[config.mk]
export PLATFORM = sky130hd
export DESIGN_NAME = char_stream_normalizer
export DESIGN_NICKNAME = d
export VERILOG_FILES = /design/src/rtl/char_stream_normalizer.sv
export SDC_FILE = /design/constraint.sdc
export NUM_CORES = 1
export LEC_CHECK = 0
export CAP_MARGIN = 20
export CELL_PAD_IN_SITES_DETAIL_PLACEMENT = 1
export CELL_PAD_IN_SITES_GLOBAL_PLACEMENT = 2
export CORE_AREA = 2 2 92 94
export DETAILED_ROUTE_END_ITERATION = 8
export DIE_AREA = 0 0 94 96
export PLACE_DENSITY = 0.82
export SLEW_MARGIN = 20
export SYNTH_ARGS = -nofsm -noshare
export SYNTH_HDL_FRONTEND = slang
export SYNTH_SLANG_ARGS = --single-unit
[constraint.sdc]
create_clock -name clk -period 3.1 [get_ports clk]
set_input_delay 0.93 -clock clk [delete_from_list [all_inputs] [get_ports clk]]
set_output_delay 0.93 -clock clk [all_outputs]
set_load 0.01 [all_outputs]
[src/rtl/char_stream_normalizer.sv]
// ---------------------------------------------------------------------------
// char_stream_normalizer
//
// Front-end for the begin/end block checker. Raw ASCII bytes arrive under a
// valid/ready handshake and are cleaned into a character stream:
//   - letters are lowercased,
//   - each run of non-alphanumeric bytes collapses to a single 0x20,
//   - separators before the first word (or after a reset) are dropped.
// Cleaned characters are queued in a small FIFO so the consumer may stall.
// The block also counts the words that have been started.
//
// Parameters:
//   DEPTH  FIFO entries (power of two, 2..16)
//   CNT_W  width of word_count
//
// Ports:
//   clk         rising-edge clock
//   reset       synchronous, active-high reset
//   in_data     raw input byte
//   in_valid    in_data is valid this cycle
//   in_ready    block accepts in_data this cycle
//   flush       end-of-stream request; closes an open word with one space
//   out_data    normalized character at the FIFO head
//   out_valid   out_data is valid
//   out_ready   consumer takes out_data this cycle
//   word_count  words started since reset (saturating)
// ---------------------------------------------------------------------------
module char_stream_normalizer #(
    parameter int DEPTH = 4,
    parameter int CNT_W = 16
) (
    input  logic             clk,
    input  logic             reset,
    input  logic [7:0]       in_data,
    input  logic             in_valid,
    output logic             in_ready,
    input  logic             flush,
    output logic [7:0]       out_data,
    output logic             out_valid,
    input  logic             out_ready,
    output logic [CNT_W-1:0] word_count
);

    localparam int PTR_W = $clog2(DEPTH);
    localparam int FC_W  = $clog2(DEPTH) + 1;

    typedef enum logic {
        GAP  = 1'b0,
        WORD = 1'b1
    } state_t;

    // FIFO storage: plain array without reset so it maps onto RAM.
    logic [7:0]       mem [DEPTH];
    logic [PTR_W-1:0] wr_ptr_reg;
    logic [PTR_W-1:0] rd_ptr_reg;
    logic [PTR_W-1:0] rd_ptr_inc;
    logic [FC_W-1:0]  fifo_count_reg;
    logic [7:0]       out_data_reg;

    state_t           state_reg;
    state_t           state_next;
    logic [CNT_W-1:0] word_count_reg;

    // Classification and mapping.
    logic       is_upper;
    logic       is_lower;
    logic       is_digit;
    logic       is_word;
    logic [7:0] mapped;

    logic       fifo_full;
    logic       fifo_empty;
    logic       acc;
    logic       pop;
    logic       push;
    logic [7:0] push_data;
    logic       word_inc;

    assign is_upper = (in_data >= 8'h41) && (in_data <= 8'h5A);
    assign is_lower = (in_data >= 8'h61) && (in_data <= 8'h7A);
    assign is_digit = (in_data >= 8'h30) && (in_data <= 8'h39);
    assign is_word  = is_upper || is_lower || is_digit;
    assign mapped   = is_upper ? (in_data | 8'h20) : in_data;

    assign fifo_full  = (fifo_count_reg == FC_W'(DEPTH));
    assign fifo_empty = (fifo_count_reg == '0);

    // No fall-through when full: a pop in the same cycle does not open a slot
    // for the incoming byte.
    assign in_ready = !fifo_full && !flush;
    assign acc      = in_valid && in_ready;
    assign pop      = !fifo_empty && out_ready;

    assign rd_ptr_inc = rd_ptr_reg + PTR_W'(1);

    // Next-state / push decision. flush forces in_ready low, so acc and the
    // flush close-out can never coincide.
    always_comb begin
        push       = 1'b0;
        push_data  = mapped;
        state_next = state_reg;
        word_inc   = 1'b0;
        case (state_reg)
            GAP: begin
                if (acc && is_word) begin
                    push       = 1'b1;
                    word_inc   = 1'b1;
                    state_next = WORD;
                end
            end
            WORD: begin
                if (acc) begin
                    push = 1'b1;
                    if (!is_word) begin
                        push_data  = 8'h20;
                        state_next = GAP;
                    end
                end else if (flush && !fifo_full) begin
                    // Close the open word; once in GAP a held flush is inert.
                    push       = 1'b1;
                    push_data  = 8'h20;
                    state_next = GAP;
                end
            end
            default: state_next = GAP;
        endcase
    end

    // FIFO write port.
    always_ff @(posedge clk) begin
        if (push) begin
            mem[wr_ptr_reg] <= push_data;
        end
    end

    // Control state, counters and the registered head-of-FIFO output.
    always_ff @(posedge clk) begin
        if (reset) begin
            state_reg      <= GAP;
            word_count_reg <= '0;
            wr_ptr_reg     <= '0;
            rd_ptr_reg     <= '0;
            fifo_count_reg <= '0;
            out_data_reg   <= 8'h00;
        end else begin
            state_reg <= state_next;

            if (word_inc && (word_count_reg != {CNT_W{1'b1}})) begin
                word_count_reg <= word_count_reg + CNT_W'(1);
            end

            if (push) begin
                wr_ptr_reg <= wr_ptr_reg + PTR_W'(1);
            end
            if (pop) begin
                rd_ptr_reg <= rd_ptr_inc;
            end

            case ({push, pop})
                2'b10:   fifo_count_reg <= fifo_count_reg + FC_W'(1);
                2'b01:   fifo_count_reg <= fifo_count_reg - FC_W'(1);
                default: fifo_count_reg <= fifo_count_reg;
            endcase

            // Head register: the new head is either the byte being pushed into
            // an empty (or emptying) FIFO, or the entry behind the popped one.
            // Otherwise it holds, which keeps the last value when empty.
            if (push && (fifo_empty || (pop && fifo_count_reg == FC_W'(1)))) begin
                out_data_reg <= push_data;
            end else if (pop && (fifo_count_reg > FC_W'(1))) begin
                out_data_reg <= mem[rd_ptr_inc];
            end
        end
    end

    assign out_data   = out_data_reg;
    assign out_valid  = !fifo_empty;
    assign word_count = word_count_reg;

endmodule
* Yosys cells after proc, flatten, opt, wreduce, memory -nomap -nowiden
Memory sizes are Yosys's and may differ from the RTL's.
Cells that the tools add are included.
** Storage, ports and cells
- Output and inout bits :: 26
- Flip-flop bits (word level) :: 32
- RAM bits :: 32
- Memories :: 1
- Bits of input ports :: 13
- Logic and storage cells :: 65
** Memory list
- mem :: depth 4, bits a word 8, read ports 1, clocked after Yosys merged registers in 0, wr ports 1, RTL line 53 : logic [7:0] mem [DEPTH];
** Operators by class
- Reduce and logical (&&, ||, !) cells :: 21
- Magnitude comparators :: 7
- Eq/ne operators :: 5
- Add/sub/neg operators :: 5
- Muxes and demuxes :: 19
- Bitwise operators :: 1
** Operator list (count)
- $mux W8 :: 6
- $add A16 B1 Y16 const B :: 1
- $ge A8 B7 Y1 const B :: 2
- $le A8 B7 Y1 const B :: 2
- $ne A16 B16 Y1 const B :: 1
- $logic_and A1 B1 Y1 :: 12
- $mux W1 :: 9
- $ge A8 B6 Y1 const B :: 1
- $le A8 B6 Y1 const B :: 1
- $mux W6 :: 1
- $pmux W3 S2 :: 1
- $add A2 B1 Y2 const B :: 2
- $pmux W1 S2 :: 2
- $reduce_bool A2 Y1 :: 2
- $add A3 B1 Y3 const B :: 1
- $eq A3 B1 Y1 const B :: 1
- $eq A3 B3 Y1 const B :: 1
- $gt A3 B1 Y1 const B :: 1
- $logic_not A1 Y1 :: 3
- $logic_not A3 Y1 :: 1
- $logic_or A1 B1 Y1 :: 3
- $sub A3 B1 Y3 const B :: 1
- $eq A2 B1 Y1 const B :: 1
- $eq A2 B2 Y1 const B :: 1
- $not A1 Y1 :: 1

* Longest topological paths before layout
Gate-level depths: netlist of run 1.
- Depth in word-level cells :: 9
- Gate-level depth with buffers :: 10

* Least setup slack after synthesis of run 1
No wires, ideal clock.
- Path type :: in2reg
- From :: in in_data[4]
- To :: reg fifo_count_reg[2]
- Setup slack :: 0.254 ns
- Data required time :: 3.029 ns
- Stages :: 7
- Arrival time :: 2.775 ns
- Path buffers :: 0
- Path through :: or4_1 > o22ai_2 > nor4_2 > nor2_2 > ha_1 > or3_1 > a21oi_1
** Between the ends
- Word-level cells in the longest chain between the ends :: 9
- Elaborated cells between the ends (all ways) :: 18
** RTL lines
- start: declaration :: RTL line 34 : input logic [7:0] in_data,
- $ge A8 B7 Y1 (tied with other cells) :: RTL line 79 : assign is_upper = (in_data >= 8'h41) && (in_data <= 8'h5A);
- $logic_and A1 B1 Y1, on equally long branches :: RTL line 79, 80
- $logic_or A1 B1 Y1 :: RTL line 82 : assign is_word = is_upper || is_lower || is_digit;
- $logic_or A1 B1 Y1 (*) :: RTL line 82
- $logic_and A1 B1 Y1 (*) :: RTL line 105 : if (acc && is_word) begin
- $mux W1 (*) :: RTL line 105
- $pmux W1 S2 (*) :: RTL line 103 : case (state_reg)
- $eq A2 B1 Y1 / $eq A2 B2 Y1 (equally long branches) :: RTL line 159 : case ({push, pop})
- $pmux W3 S2 / $reduce_bool A2 Y1 (equally long branches)
- end signal: assignment :: RTL line 160 : 2'b10: fifo_count_reg <= fifo_count_reg + FC_W'(1);
- end signal: assignment :: RTL line 161 : 2'b01: fifo_count_reg <= fifo_count_reg - FC_W'(1);
- end signal: assignment :: RTL line 162 : default: fifo_count_reg <= fifo_count_reg;
- end: declaration :: RTL line 57 : logic [FC_W-1:0] fifo_count_reg;
Mark *: on every way between the ends. The rest lies on a longest branch, timed or not.
A chain may end at the register's enable or synchronous reset.

* Worst setup path after layout of run 1
- From :: in flush
- To :: out in_ready
** Between the ends
- Word-level cells in the longest chain between the ends :: 2
** RTL lines
- start: declaration :: RTL line 37 : input logic flush,
- $logic_not A1 Y1 :: RTL line 90 : assign in_ready = !fifo_full && !flush;
- $logic_and A1 B1 Y1 :: RTL line 90
- end: declaration :: RTL line 36 : output logic in_ready,
Every way passes these cells.

==> flow_summary.ini, run 1 <==
[status]
run_status = finished clean

[drt]
dr.pass1.iters = 4
drcViolationCount = 0
vias_per_cell = 5.03
drt_iter0_drc = 110
post_drt_wl_per_cell_um = 16.3
vias = 2122
ant_nets = 0
wl_um = 6880

[global_route]
grt_max_degree = 13
antenna_found_initial = 0
grt_pass1_vias = 2262
grt_pass1_wl_um = 11300
grt_usage_pct = 16.7
overflow = 0

[cts]
htreeDepth = 3
clockBufferDepth = 2
cts_setup_buffers = 0
clkTransAtPathRegs_ps = 70
cts_hold_buffers = 0
cts_root_buf = clkbuf_8
cts_tree = yes
clock_sinks = 64
cts_resized = 0
cts_buffers = 9
clk_latency_ps = 350

[setup_path]
crit_path_start_kind = input port
timing.rr.start = fifo_count_reg[0]
cp_common_cell = clkdlybuf4s50_1
crit_path_end_kind = output pin
critical_path.cell_chain = clkdlybuf4s50_1 -> a21oi_4 -> clkdlybuf4s50_1
crit_family = buffers and inverters
path_buf_inv = 2
critPathSlowestCell = clkdlybuf4s50_1
crit_type = input port to output pin
cp_data_required_time_ps = 2170
path_max_fanout = 3
cp.arrival_ps = 2130
crit_start = flush
cp_slowest_stage_delay_ps = 560

[timing]
setup_tns_ps = 0
timing.final.crit_share_pct = 98.7
fmax_mhz = 327
clock_skew_ps = 10.4
finalSetupViolCount = 0
hold_viol_final = 0
final.min_clock_period_ps = 3060
rsz0062_at_grt = false
drv_slew = 0
worstMarginPinSlew_ps = 747
max-slew-margin-rel_pct = 49.9
worst_slack_ps = 41.3

[placed_design]
port_buffers = 38
globalplace.congestion = 0.753
dp_slack_ps = -136
post-dp-hpwl_um = 5020

[synthesis]
muxShareOfSynthArea_pct = 7.91
yosys.area.top_type_share_pct = 32.8
synth-edff-count = 32
synthesis.nets = 267
synthAdderAreaFrac_pct = 4.28
synth_compound_area_share_pct = 8.47
syn_area_um2 = 2930
synth-simple-area-share_pct = 17.6
ys.flop_type = edfxtp_1
synth_cells = 244
synthXorXnorAreaFrac_pct = 5.09
synth_top_family_by_area = simple AND/OR/NAND/NOR gates
yosysTopAreaCell = edfxtp_1
synthArstFlopShare_pct = 0
synth_cell_types = 43
synth-seq-cells = 64
ys_seq_area_share_pct = 54.7
synth_warnings = 0
synth_area_leaders = edfxtp_1, dfxtp_1, mux4_2
synth_area_per_cell_um2 = 12.0

[power]
leakagePower_nw = 1.38
comb_power_share_pct = 20.6
switchingPower_mw = 0.620
ir_worst_vdd_uv = 295
finalPower_mw = 2.21
clkPwrFrac_pct = 34.5
seq_power_share_pct = 44.9
sw_frac_of_total_pct = 28.1
internal-power_mw = 1.59
powerDensity_nw_per_um2 = 578

[die]
rows = 33
ios = 39
coreArea_um2 = 8050
initial_utilization_pct = 36.3
die_y_um = 96
die-area_um2 = 9020
fp.dieW_um = 94

[layout]
diodes = 0
nNetsFinal = 335
nFillCells = 867
multi_input_area_um2 = 1270
seqCellArea_um2 = 1600
syn2layout_area_growth_pct = 30.6
drive_gt1_share_pct = 19.2
largest_register_ffs = 32

[min_path]
hold_start = out_data[7]
hold_class = flop to flop

[run]
cap_violations = 0
==> area by class of cell <==
| class | instances | area share, % |
|---|---|---|
| clock inverter | 4 | 0.786 |
| tap | 105 | 3.44 |
| sequential | 64 | 41.9 |
| timing repair buffer | 64 | 15.1 |
| inverter | 7 | 0.688 |
| clock buffer | 12 | 4.91 |
| multi-input combinational | 166 | 33.2 |
==> cells in the mapped netlist, drive strengths merged, types with 7 or more instances <==
cell and n:
a21oi 10, dfxtp 32, edfxtp 32, ha 10, inv 7, mux4 8, nand2 13, nand4 12
nor2 25, nor2b 15, o21ai 8, xor2 15
==> power by group through the flow <==
stage          clock, mW  sequential [mW]  combinational [mW]
6_report           0.762            0.993               0.454
5_1_grt            0.816             1.00               0.496
4_1_cts            0.784            0.994               0.458
3_5_place_dp           0             1.01               0.454
3_3_place_gp           0             1.01               0.445
2_1_floorplan          0            0.985               0.290
==> worst paths after layout <==
check / endpoint / slack [ps] / cells past startpoint
max: in_ready / 40 / 3
min: out_data[7] / 480 / 1
max reg2reg: fifo_count_reg[2] / 640 / 10
min reg2reg: out_data[7] / 480 / 1
==> logic make-up (layout without fill, tap and decap cells) <==
| group | after synthesis | in the layout |
|---|---|---|
| AOI/OAI and AO/OA | 33 | 33 |
| xor gates and xnor gates | 17 | 17 |
| adders and majority gates | 10 | 10 |
| buffers and inverters | 14 | 87 |
| DFF | 64 | 64 |
| muxes | 13 | 13 |
| and+or+nand+nor | 93 | 93 |
==> layer usage <==
metal	global-route usage, %	vias up	wire (um)
met5	0	-	0
met4	6.40	0	101
met3	4.54	9	275
met2	26.4	51	3270
met1	21.9	1030	3230
li1	-	1032	-
==> through the flow <==
stage / instance area (um2) / hold WS, ps / cells / util (%)
after floorplan: 2930 / 510 / 244 / -
after global placement: 3600 / 458 / 406 / 44.8
after detailed placement: 3600 / 469 / 406 / 44.8
after CTS: 3820 / 486 / 422 / 47.5
after global routing: 3820 / 505 / 422 / 47.5
final: 3820 / 477 / 422 / 47.5
==> cell usage in the layout, fill, tap and decap left out, types with 2 or more instances in the layout <==
cell type and count:
o211ai_1 2, and2_1 3, ha_1 10, a21oi_1 9, buf_4 26, and3_1 4
nand2b_1 4, a2bb2oi_1 2, or3_1 4, and3_4 2, clkbuf_8 10, nand3_1 6
o21ai_0 5, mux4_2 8, nand2_1 12, a211oi_1 2, nor2b_1 15, clkinvlp_4 2
a221o_1 4, clkdlybuf4s50_1 38, xor2_1 15, dfxtp_1 32, edfxtp_1 32, mux2i_1 4
inv_1 7, clkbuf_16 2, nor2_1 24, nand4_1 12, xnor2_1 2, o21ai_2 2
Note: power is estimated with default switching activity, not from simulation.
==> inputs of run 2 (changes only) <==
--- a/config.mk
+++ b/config.mk
@@ -12,6 +12,7 @@
 export DETAILED_ROUTE_END_ITERATION = 8
 export DIE_AREA = 0 0 94 96
 export PLACE_DENSITY = 0.82
+export RECOVER_POWER = 25
 export SLEW_MARGIN = 20
 export SYNTH_ARGS = -nofsm -noshare
 export SYNTH_HDL_FRONTEND = slang
==> run 2 against run 1 <==
Effect of this change:
- clock skew up 1.1 ps
- critical path depth unchanged
- utilization unchanged
==> flow_summary.ini, run 2 (synthesized netlist as in run 1, its figures left out) <==
[die]
die-area_um2 = 9020
ios = 39
coreArea_um2 = 8050
initial_utilization_pct = 36.3
die_y_um = 96
rows = 33
fp.dieW_um = 94

[layout]
diodes = 0
nNetsFinal = 335
largest_register_ffs = 32
multi_input_area_um2 = 1270
nFillCells = 867
instances_no_fill = 422
layout_common_cells = dfxtp_1, edfxtp_1, buf_4, dlygate4sd3_1, nor2_1
seqCellArea_um2 = 1600
drive_gt1_share_pct = 19.2
syn2layout_area_growth_pct = 30.6

[setup_path]
path_max_fanout = 3
path_buf_inv = 2
crit_path_start_kind = input port
cp_common_cell = clkdlybuf4s50_1
crit_path_end_kind = output pin
critical_path.cell_chain = clkdlybuf4s50_1 -> a21oi_4 -> clkdlybuf4s50_1
cp_slowest_stage_delay_ps = 560
cp_data_required_time_ps = 2170
crit_type = input port to output pin
cp.arrival_ps = 2130
crit_family = buffers and inverters
critPathSlowestCell = clkdlybuf4s50_1

[timing]
timing.final.crit_share_pct = 98.6
max-slew-margin-rel_pct = 49.8
worstMarginPinSlew_ps = 748
setup_tns_ps = 0
drv_slew = 0
finalSetupViolCount = 0
hold_viol_final = 0
rsz0062_at_grt = false
final.min_clock_period_ps = 3060
clock_skew_ps = 11.6
fmax_mhz = 327
worst_slack_ps = 42.6

[placed_design]
dp_slack_ps = -136
post-dp-hpwl_um = 5020
globalplace.congestion = 0.753
port_buffers = 38
place_inst = 406

[drt]
wl_um = 6900
drt_iter0_drc = 110
drcViolationCount = 0
post_drt_wl_per_cell_um = 16.3
dr.pass1.iters = 4
ant_nets = 0
vias = 2135
vias_per_cell = 5.06

[global_route]
grt_usage_pct = 16.7
antenna_found_initial = 0
grt_pass1_wl_um = 11300
grt_pass1_vias = 2262
overflow = 0
grt_max_degree = 13

[cts]
cts_hold_buffers = 0
cts_setup_buffers = 0
htreeDepth = 3
clockBufferDepth = 2
cts_buffers = 9
cts_root_buf = clkbuf_8
clkTransAtPathRegs_ps = 70
clk_latency_ps = 350
cts_resized = 0
clock_sinks = 64
cts_tree = yes

[power]
ir_worst_vdd_uv = 295
finalPower_mw = 2.20
powerDensity_nw_per_um2 = 575
leakagePower_nw = 1.46

[status]
run_status = finished clean

[run]
cap_violations = 0

[min_path]
hold_class = flop to flop
run 2: changes by cell type in the layout (fill, tap and decap cells not counted):
cell             previous run  this run
clkdlybuf4s50_1            38        13
and2_1                      3         2
and2_0                      0         1
dlygate4sd3_1               0        25
run 2: layout make-up:
| type | instances | share of cell area, % |
|---|---|---|
| Timing Repair Buffer | 64 | 15.1 |
| Tap cell | 105 | 3.44 |
| Multi-Input combinational cell | 166 | 33.2 |
| Clock buffer | 12 | 4.91 |
| Clock inverter | 4 | 0.786 |
| Inverter | 7 | 0.688 |
| Sequential cell | 64 | 41.9 |
run 2: stage by stage:
step           util, %  instance area, um2  hold slack, ps
2_1_floorplan        -                2930             510
3_3_place_gp      44.8                3600             458
3_5_place_dp      44.8                3600             469
4_1_cts           47.5                3820             486
5_1_grt           47.5                3820             500
6_report          47.5                3820             472
run 2: worst paths after layout:
| kind | to | cells after the start | slack, ps | from |
|---|---|---|---|---|
| setup / recovery | in_ready | 3 | 40 | flush |
| hold / removal | out_data[7] | 1 | 470 | out_data[7] |
| setup reg to reg | fifo_count_reg[2] | 10 | 640 | fifo_count_reg[0] |
| hold reg to reg | out_data[7] | 1 | 470 | out_data[7] |
run 2: worst reg2reg max path, delay by kind of cell (launching register included):
family                   cells  cell delay, ps
AO/OA/AOI/OAI                2             360
adder cells (fa/ha/maj)      2             510
buffers and inverters        1             100
flip-flops                   1             410
multiplexers                 1             130
AND/OR/NAND/NOR              4             890
run 2: metal layers:
metal,part of all wire (%),up-vias,track usage [%]
li1,-,1033,-
met1,47,1042,21.9
met2,47,48,26.4
met3,4.3,12,4.54
met4,1.9,0,6.40
met5,0,-,0
run 2: power breakdown:
group | switching, mW | internal (mW)
combinational | 0.213 | 0.233
clock | 0.347 | 0.413
sequential | 0.0568 | 0.935
total | 0.617 | 1.58
==> inputs of run 3 (changes only) <==
--- a/config.mk
+++ b/config.mk
@@ -8,10 +8,11 @@
 export CAP_MARGIN = 20
 export CELL_PAD_IN_SITES_DETAIL_PLACEMENT = 1
 export CELL_PAD_IN_SITES_GLOBAL_PLACEMENT = 2
-export CORE_AREA = 2 2 92 94
+export CORE_AREA = 2 2 87 89
 export DETAILED_ROUTE_END_ITERATION = 8
-export DIE_AREA = 0 0 94 96
-export PLACE_DENSITY = 0.82
+export DIE_AREA = 0 0 89 91
+export DONT_BUFFER_PORTS = 1
+export PLACE_DENSITY = 0.8
 export RECOVER_POWER = 25
 export SLEW_MARGIN = 20
 export SYNTH_ARGS = -nofsm -noshare
==> run 3 against run 2 <==
Effect of this change:
- cell area is 15% lower
- utilization is 2.1 points lower
- sequential share of layout area is 7.5 points higher
- global-route usage is 0.63 points higher
==> flow_summary.ini, run 3 (synthesized netlist as in run 1, its figures left out) <==
[placed_design]
globalplace.congestion = 0.773
port_buffers = 0
dp_slack_ps = 71.5
place_inst = 342
placed_area_um2 = 3070
post-dp-hpwl_um = 4660

[cts]
cts_buffers = 9
cts_hold_buffers = 0
cts_setup_buffers = 0
cts_root_buf = clkbuf_8
clock_sinks = 64
clk_latency_ps = 340
clkTransAtPathRegs_ps = 60
htreeDepth = 3
cts_resized = 0
clockBufferDepth = 2
cts_tree = yes

[layout]
layout_common_cells = dfxtp_1, edfxtp_1, nor2_1, nor2b_1, xor2_1
nNetsFinal = 277
instances_no_fill = 358
stdcell_area_um2 = 3240
nFillCells = 784
syn2layout_area_growth_pct = 10.7
diodes = 0
drive_gt1_share_pct = 13.9
fin_util_pct = 45.4
largest_register_ffs = 32

[timing]
clock_skew_ps = 8.38
timing.final.crit_share_pct = 90.8
worst_slack_ps = 286
final.min_clock_period_ps = 2810
finalSetupViolCount = 0
worstMarginPinSlew_ps = 801
setup_tns_ps = 0
drv_slew = 0
fin_hold_ws_ps = 537
rsz0062_at_grt = false
hold_viol_final = 0
max-slew-margin-rel_pct = 46.5
fmax_mhz = 355

[setup_path]
worstReg2RegEnd = mem[0][4]
crit_path_end_kind = flop
reg2reg_slack_ps = 430
crit_path_start_kind = input port
critical_path.cell_chain = or4_1 -> o22ai_1 -> nor4_2 -> nor2_2 -> ha_1 -> or3_1 -> a21oi_1
r2r_cells = 7
critPathSlowestCell = or4_1
crit_family = simple AND/OR/NAND/NOR gates
cp.arrival_ps = 3080
cp_slowest_stage_delay_ps = 510
cp_data_required_time_ps = 3370
path_max_fanout = 5
crit_type = input port to flop
path_buf_inv = 0
timing.rr.start = fifo_count_reg[0]
crit_start = in_data[4]

[die]
die_y_um = 91
ios = 39
initial_utilization_pct = 41.0
fp.dieW_um = 89
rows = 31
die-area_um2 = 8100
coreArea_um2 = 7140

[power]
leakagePower_nw = 1.12
switchingPower_mw = 0.539
clkPwrFrac_pct = 33.2
comb_power_share_pct = 16.1
seq_power_share_pct = 50.6
sw_frac_of_total_pct = 27.1
finalPower_mw = 1.99
powerDensity_nw_per_um2 = 615
ir_worst_vdd_uv = 253
internal-power_mw = 1.45

[global_route]
antenna_found_initial = 0
grt_max_degree = 29
grt_pass1_vias = 1952
grt_usage_pct = 17.3
grt_pass1_wl_um = 10200
overflow = 0

[drt]
ant_nets = 0
drt_iter0_drc = 48
wl_um = 6330
post_drt_wl_per_cell_um = 17.7
drcViolationCount = 0
vias = 1925
vias_per_cell = 5.38
dr.pass1.iters = 4

[run]
cap_violations = 0

[min_path]
holdPathStages = 1
hold_class = flop to flop
min_to = out_data[1]
hold_start = out_data[1]

[status]
run_status = finished clean
run 3: changes by cell type in the layout (fill, tap and decap cells not counted), moves of 2 or more:
| cell | change |
|---|---|
| buf_4 | -20 |
| clkbuf_1 | +2 |
| clkbuf_16 | -2 |
| clkdlybuf4s50_1 | -13 |
| clkinv_1 | +2 |
| clkinv_2 | +2 |
| clkinvlp_4 | -2 |
| dlygate4sd3_1 | -25 |
run 3: area by class of cell:
type | instances | area (um2) | area share (%)
clock buffers | 11 | 131 | 4.06
inverters | 7 | 26.3 | 0.811
well taps | 99 | 124 | 3.83
clock inverters | 5 | 47.5 | 1.47
multi-input cells | 166 | 1260 | 39.0
repair buffers | 6 | 45.0 | 1.39
flip-flops and latches | 64 | 1600 | 49.5
run 3: routing by layer:
metal / part of all wire (%) / up-vias / track usage (%)
met2: 46 / 43 / 26.0
met3: 5.3 / 10 / 5.64
met1: 46 / 954 / 22.4
li1: - / 918 / -
met5: 0 / - / 0
met4: 1.8 / 0 / 8.21
run 3: worst max-delay path by stage:
stage,depth (start not counted),to,slack [ps]
6_report,7,fifo_count_reg[2],290
5_1_grt,8,fifo_count_reg[2],180
4_1_cts,7,mem[0][0],360
3_5_place_dp,7,fifo_count_reg[2],70
3_3_place_gp,7,fifo_count_reg[2],180
2_1_floorplan,7,fifo_count_reg[2],250
run 3: power groups by stage:
stage | Sequential (mW) | Combinational [mW] | Clock, mW
after CTS | 1.01 | 0.329 | 0.683
after floorplan | 0.985 | 0.290 | 0
final | 1.01 | 0.321 | 0.661
after global routing | 1.02 | 0.365 | 0.709
after detailed placement | 1.03 | 0.326 | 0
after global placement | 1.03 | 0.324 | 0
